### config.mk
export PLATFORM = sky130hd
export DESIGN_NAME = capture_ctrl
export DESIGN_NICKNAME = d
export VERILOG_FILES = /design/src/rtl/capture_ctrl.sv
export SDC_FILE = /design/constraint.sdc
export NUM_CORES = 1
export LEC_CHECK = 0
export BUFFER_PORTS_ARGS = -buffer_cell sky130_fd_sc_hd__buf_2
export CAP_MARGIN = 20
export CORE_ASPECT_RATIO = 2
export CORE_MARGIN = 3
export CORE_UTILIZATION = 47
export DETAILED_ROUTE_END_ITERATION = 12
export PLACE_DENSITY = 0.78
export SYNTH_ARGS = -nofsm -noshare
export SYNTH_HDL_FRONTEND = slang
export SYNTH_SLANG_ARGS = --single-unit
export TNS_END_PERCENT = 50
### constraint.sdc
create_clock -name clk -period 5 [get_ports clk]
set_input_delay 1 -clock clk [delete_from_list [all_inputs] [get_ports clk]]
set_output_delay 1 -clock clk [all_outputs]
set_load 0.02 [all_outputs]
### src/rtl/capture_ctrl.sv
// capture_ctrl: capture sequencer for the logic-analyzer core.
// Merges the channel and protocol triggers into one trigger event, runs the
// pre-trigger / armed / post-trigger phases, drives the circular sample RAM
// write port and reports completion plus the oldest-sample address.
module capture_ctrl #(
    parameter int ADDR_W = 9
) (
    input  logic              clk,
    input  logic              rst,
    input  logic              capture_start,
    input  logic              clr_done,
    input  logic [ADDR_W-1:0] trig_pos,
    input  logic [4:0]        CH_trig,
    input  logic              prot_trig,
    input  logic              smpl_en,
    output logic              we,
    output logic [ADDR_W-1:0] waddr,
    output logic              armed,
    output logic              triggered,
    output logic              capture_done,
    output logic [ADDR_W-1:0] trig_addr
);

    localparam int DEPTH = 2 ** ADDR_W;
    // Counters carry one extra bit so that DEPTH itself is representable.
    localparam int CNT_W = ADDR_W + 1;

    typedef enum logic [2:0] {
        S_IDLE,
        S_PRE,
        S_ARMED,
        S_POST,
        S_DONE
    } state_t;

    state_t            r_state;
    logic [ADDR_W-1:0] r_waddr;
    logic [ADDR_W-1:0] r_trig_addr;
    logic [ADDR_W-1:0] r_tpos;       // trigger position latched at start
    logic [CNT_W-1:0]  r_smpl_cnt;   // writes taken during PRE
    logic [CNT_W-1:0]  r_post_cnt;   // writes still owed after the trigger
    logic              r_armed;
    logic              r_triggered;
    logic              r_done;

    logic              w_trig;
    logic              w_start;
    logic              w_write_ok;
    logic [CNT_W-1:0]  w_pre_cnt;
    logic [CNT_W-1:0]  w_smpl_cnt_inc;
    logic [ADDR_W-1:0] w_waddr_nxt;

    // Trigger event, start acceptance and write-enable qualification.
    // trig_pos is only ADDR_W bits wide, so it can never exceed DEPTH-1 and
    // the clamp to DEPTH-1 is inherent in the port width.
    always_comb begin
        w_trig         = (&CH_trig) & prot_trig;
        w_start        = capture_start & ((r_state == S_IDLE) | (r_state == S_DONE));
        // A POST phase with nothing left to write (zero trigger position)
        // must not take an extra sample on its way to DONE.
        w_write_ok     = (r_state == S_PRE) | (r_state == S_ARMED) |
                         ((r_state == S_POST) & (r_post_cnt != '0));
        w_pre_cnt      = CNT_W'(DEPTH) - {1'b0, r_tpos};
        w_smpl_cnt_inc = r_smpl_cnt + CNT_W'(1);
        w_waddr_nxt    = r_waddr + ADDR_W'(1);   // wraps DEPTH-1 -> 0 naturally
    end

    assign we           = smpl_en & w_write_ok;
    assign waddr        = r_waddr;
    assign armed        = r_armed;
    assign triggered    = r_triggered;
    assign capture_done = r_done;
    assign trig_addr    = r_trig_addr;

    // Capture sequencer: state, address, counters and registered flags.
    // NOTE: every register here is assigned with <= so all of them update
    // from the same pre-edge values; blocking assignments would leak the
    // new value into later statements of the same clock.
    always_ff @(posedge clk) begin
        if (rst) begin
            r_state     <= S_IDLE;
            r_waddr     <= '0;
            r_trig_addr <= '0;
            r_tpos      <= '0;
            r_smpl_cnt  <= '0;
            r_post_cnt  <= '0;
            r_armed     <= 1'b0;
            r_triggered <= 1'b0;
            r_done      <= 1'b0;
        end else if (w_start) begin
            // Fresh capture from IDLE or straight out of DONE.
            r_state     <= S_PRE;
            r_waddr     <= '0;
            r_tpos      <= trig_pos;
            r_smpl_cnt  <= '0;
            r_post_cnt  <= '0;
            r_armed     <= 1'b0;
            r_triggered <= 1'b0;
            r_done      <= 1'b0;
        end else begin
            case (r_state)
                S_PRE: begin
                    if (we) begin
                        r_waddr    <= w_waddr_nxt;
                        r_smpl_cnt <= w_smpl_cnt_inc;
                        if (w_smpl_cnt_inc == w_pre_cnt) begin
                            r_state <= S_ARMED;
                            r_armed <= 1'b1;
                        end
                    end
                end
                S_ARMED: begin
                    // The buffer keeps overwriting its oldest entries here.
                    if (we) begin
                        r_waddr <= w_waddr_nxt;
                    end
                    if (w_trig) begin
                        r_state     <= S_POST;
                        r_triggered <= 1'b1;
                        r_post_cnt  <= {1'b0, r_tpos};
                    end
                end
                S_POST: begin
                    if (r_post_cnt == '0) begin
                        r_state     <= S_DONE;
                        r_done      <= 1'b1;
                        r_trig_addr <= r_waddr;
                    end else if (we) begin
                        r_waddr    <= w_waddr_nxt;
                        r_post_cnt <= r_post_cnt - CNT_W'(1);
                        if (r_post_cnt == CNT_W'(1)) begin
                            // Next write address is the oldest sample.
                            r_state     <= S_DONE;
                            r_done      <= 1'b1;
                            r_trig_addr <= w_waddr_nxt;
                        end
                    end
                end
                S_DONE: begin
                    if (clr_done) begin
                        r_state     <= S_IDLE;
                        r_armed     <= 1'b0;
                        r_triggered <= 1'b0;
                        r_done      <= 1'b0;
                    end
                end
                default: begin
                    // S_IDLE: hold until a start is accepted above.
                    r_state <= S_IDLE;
                end
            endcase
        end
    end

endmodule
# After elaboration in Yosys (flattened, before gate mapping)

Cells that the tools add are included.

Register bits after elaboration: 53
Input port bits: 20
Output and inout port bits: 22
Word-level logic and storage cells: 93

Add/sub/neg operators: 4
Equality and inequality tests: 20
Muxes and demuxes: 29
Bitwise operators: 8
Reduce and logical (&&, ||, !) cells: 22

Operators with widths:

| operator                                               | number |
|---|---|
| 2-to-1 mux 9 bit                                       | 5 |
| 2-to-1 mux 10 bit                                      | 3 |
| 2-to-1 mux 3 bit                                       | 7 |
| case mux 10 bit (2 select lines)                       | 1 |
| case mux 9 bit (2 select lines)                        | 1 |
| AND reduction 4 bit                                    | 4 |
| nonzero test 2 bit                                     | 7 |
| case mux 3 bit (4 select lines)                        | 1 |
| AND reduction 6 bit                                    | 2 |
| adder 10 x 1 -> 10 bit (second input constant)         | 1 |
| equality test 10 x 1 -> 1 bit (second input constant)  | 1 |
| equality test 10 bit                                   | 1 |
| logical NOT 10 bit                                     | 1 |
| inequality test 2 bit (second input constant)          | 5 |
| nonzero test 10 bit                                    | 1 |
| subtractor 10 x 1 -> 10 bit (second input constant)    | 1 |
| subtractor 10 x 9 -> 10 bit (first input constant)     | 1 |
| adder 9 x 1 -> 9 bit (second input constant)           | 1 |
| inequality test 3 bit (second input constant)          | 3 |
| 2-to-1 mux 1 bit                                       | 8 |
| equality test 3 x 2 -> 1 bit (second input constant)   | 2 |
| inequality test 3 x 2 -> 1 bit (second input constant) | 2 |
| case mux 1 bit (2 select lines)                        | 3 |
| AND reduction 5 bit                                    | 1 |
| 13 further kinds                                       | 20 |

# Longest topological paths before layout

Depth after elaboration: 8
Mapped depth: 8
Gate-level depth less buffers: 8

# Worst setup path before layout

No wires, ideal clock.

Path kind: input port to output port
Start: input smpl_en
End: output we
Arrival: 1.874 ns
Required time: 4.000 ns
Setup slack: 2.126 ns
Stages on the path: 4
Buffers on the path: 1
Cells stage by stage: nor2b_1 > o21ai_0 > a31oi_1 > clkbuf_1

Word-level cells in the longest chain between the ends: 1

RTL lines:

| what              | line | RTL |
|---|---|---|
| start, declared   | 15   | `input logic smpl_en,` |
| bitwise AND 1 bit | 68   | `assign we = smpl_en & w_write_ok;` |
| end, declared     | 16   | `output logic we,` |

Every way passes these cells.

# Final worst setup path

Same ends and word-level chain as after synthesis.

==> results.toml <==
[layout]
nNetsFinal = 438
mostFrequentLayoutCell = "nand2_1"
layout_common_cells = "nand2_1 (62), dfxtp_1 (53), nor2_1 (44), buf_2 (41), a21oi_1 (30)"
fin_util = 0.558
n_antenna_cell = 0
area_growth_pct = 14.1
stdcell_count = 497
final_layout_size_suffix_gt1_frac = 0.145

[worst_setup_path]
worst-endpoint-required_ns = 4.00
worstReg2RegStart = "r_state[0]"
cp_cell_sequence = "buf_2, nor2b_1, o21ai_0, a31oi_1, buf_4, buf_2"
rrSetupSlack_ns = 2.33
crit_path_end_kind = "output port"
critical-path-slowest-cell = "buf_4"
path_max_fanout = 12
worst-setup-path-type = "input pin to output port"
path_depth = 6
worstPathBufferInverterCount = 3
max_stage_delay_ns = 0.21
worstSetupStartpointType = "input pin"
arrival_ns = 2.02
critPathTopFamily = "buffers and inverters"
crit-reg2reg-capture = "trig_addr[5]"
crit_top_cell = "buf_2"
worstRegToRegCells = 5

[power]
share_clk_of_total_power = 0.393
seqPwrFrac = 0.487
netSwitchingPower_mw = 0.230
internal_power_mw = 0.678
comb_power_share = 0.121
p_total_mw = 0.908
switching_share = 0.254
power.density_nw_per_um2 = 266
p_leak_nw = 1.35
vdd_drop_max_mv = 0.226

[cts]
postcts_resize_cnt = 0
clk-insertion-delay-late_ns = 0.30
clock_tree_from_tritoncts = "yes"
cts_num_sinks = 53
clockBufferDepth = 2
post_cts.repair.setup_buffers = 0
cell_at_the_root_of_the_clock_tree = "clkbuf_16"
clkTransAtPathRegs_ns = 0.06
post_cts_hold_buffer_count = 0
clock_tree.htree_level_count = 2
cts_made_buffers = 5

[sta]
min_period_over_period = 0.605
fin_skew_ns = 0.00974
fmax_mhz = 331
maxSlewHeadroom = 0.428
hold_slack_ns = 0.464
maxSlewViolCount = 0
timing.final.setup_violations = 0
rsz0062_at_grt = "no"
timing.final.crit_period_ns = 3.02
timing_worst_slew_pin_value_ns = 0.856
hold_violations = 0
finalSetupTns_ns = 0

[placed_design]
count_of_placed_standard_cells_including_taps = 488
finalWeightedCongestion = 0.830
portBuffers = 41
hpwlAfterDp_um = 5800

[floorplan]
die-area_sq_um = 7410
die_w_um = 62.4
chipHeight_um = 119
core_sq_um = 6110
row_count = 40
io_pins = 42
starting_density_of_the_core = 0.490

[global_route]
grtUsageTotal = 0.208
wire_length_of_the_first_global_routing_pass_um = 12400
antenna_found_initial = 0
globalRoute.totalOverflow = 0
vias_in_the_first_global_route = 2700
largest_net_degree_at_the_start_of_global_routing = 27

[routing]
num_vias = 2760
post_route_antenna_net_violation_count = 0
mean_number_of_vias_per_cell = 5.55
wl_per_cell_um = 15.1
drt_pass1_iterations = 4
initialDrtViolationCount = 103
drcViolationCount = 0
routed_wl_um = 7520

[run_status]
outcome = "finished clean"

[logic_synthesis]
yosys.area.top_type = "dfxtp_1"
synth_edf_count = 0
asyncSetResetFlopFracSynth = 0
synth_top_flop_cell = "dfxtp_1"
syn_area_sq_um = 2990
syn-num-nets = 405
synth_seq_cells = 53
synth_top_cell_area_share = 0.355
yosys.cell_types.count = 52
yosys_warnings = 0
synthCells = 379
synth-seq-area-share = 0.355
syn_avg_cell_area_sq_um = 7.89
yosys-top-cells-area = "dfxtp_1 (35%), nand2_1 (7.8%), xor2_1 (6.2%), nor2_1 (5.5%), a21oi_1 (5.0%)"

[job]
cap_violations = 0

[min_path]
worstHoldStart = "armed"
timing.hold.worst_endpoint = "armed"
timing.hold.worst_path_depth = 2
min-delay-path-class = "register to register"
-- worst reg2reg max path, delay by kind of cell (launching register included) --
family	cells	cell delay (ns)
compound gates	1	0.23
buf+inv	1	0.23
simple gates	3	1.55
flops	1	0.58
-- metal layers --
layer,global-route usage,part of all wire
met5,0,0
met4,0.138,0.051
met3,0.0247,0.022
met2,0.402,0.57
met1,0.199,0.36
-- power groups by stage --
stage               clock [mW]  combinational (mW)  sequential, mW
floorplan                    0              0.0829           0.446
global placement             0               0.104           0.451
detailed placement           0               0.109           0.451
CTS                      0.362               0.109           0.441
global route             0.375               0.121           0.443
finish                   0.357               0.110           0.442
-- Yosys cell counts, types with 2 or more instances --
library cell   n
a211o_1        2
a211oi_1       8
a21oi_1       30
a31oi_1        3
a32o_1         2
and2_1         2
and3_1         8
clkbuf_1      15
dfxtp_1       53
ha_1           6
inv_1          7
mux2i_1        3
nand2_1       62
nand2b_1       5
nand3_1        9
nand3b_1       2
nand4_1        7
nor2_1        44
nor2b_1        3
nor3_1         9
nor3b_1        3
nor4_1         4
o21ai_0       19
o221ai_1       2
o41ai_1        2
or2_2          2
or3_1          5
xnor2_1       17
xnor3_1        2
xor2_1        21
-- worst max-delay path by stage --
stage | endpoint | start | slack, ns
2_1_floorplan | we | smpl_en | 2.13
3_3_place_gp | we | smpl_en | 2.08
3_5_place_dp | we | smpl_en | 2.00
4_1_cts | we | r_post_cnt[2] | 1.98
5_1_grt | we | r_post_cnt[2] | 1.89
6_report | we | smpl_en | 1.98
-- cell type report --
cell class | instances | area [sq um]
timing repair buffer | 44 | 239
tap | 84 | 105
inverter | 7 | 26.3
clock inverter | 2 | 13.8
multi-input combinational | 301 | 1830
sequential | 53 | 1060
fill | 615 | 2700
clock buffer | 6 | 139
-- per-stage QoR --
step	worst slack [ns]	area, sq um
6_report	1.98	3410
5_1_grt	1.89	3410
4_1_cts	1.98	3400
3_5_place_dp	2.00	3250
3_3_place_gp	2.08	3230
2_1_floorplan	2.13	2990
-- cells by family (layout without fill, tap and decap cells) --
| group | after synthesis | count (layout) | synth area share |
|---|---|---|---|
| xor gates and xnor gates | 41 | 41 | 0.134 |
| AOI/OAI and AO/OA | 77 | 77 | 0.157 |
| DFF | 53 | 53 | 0.355 |
| and+or+nand+nor | 174 | 174 | 0.284 |
| buffers and inverters | 25 | 59 | 0.0343 |
| muxes | 3 | 3 | 0.0100 |
| adders and majority gates | 6 | 6 | 0.0251 |
-- state kept, by name (all words and copies together), names as in the netlist --
signal,count
r_post_cnt,10
r_smpl_cnt,10
r_tpos,9
trig_addr,9
waddr,9
r_state,3
armed,1
capture_done,1
triggered,1
No activity file was read; power rests on OpenSTA's default activity.
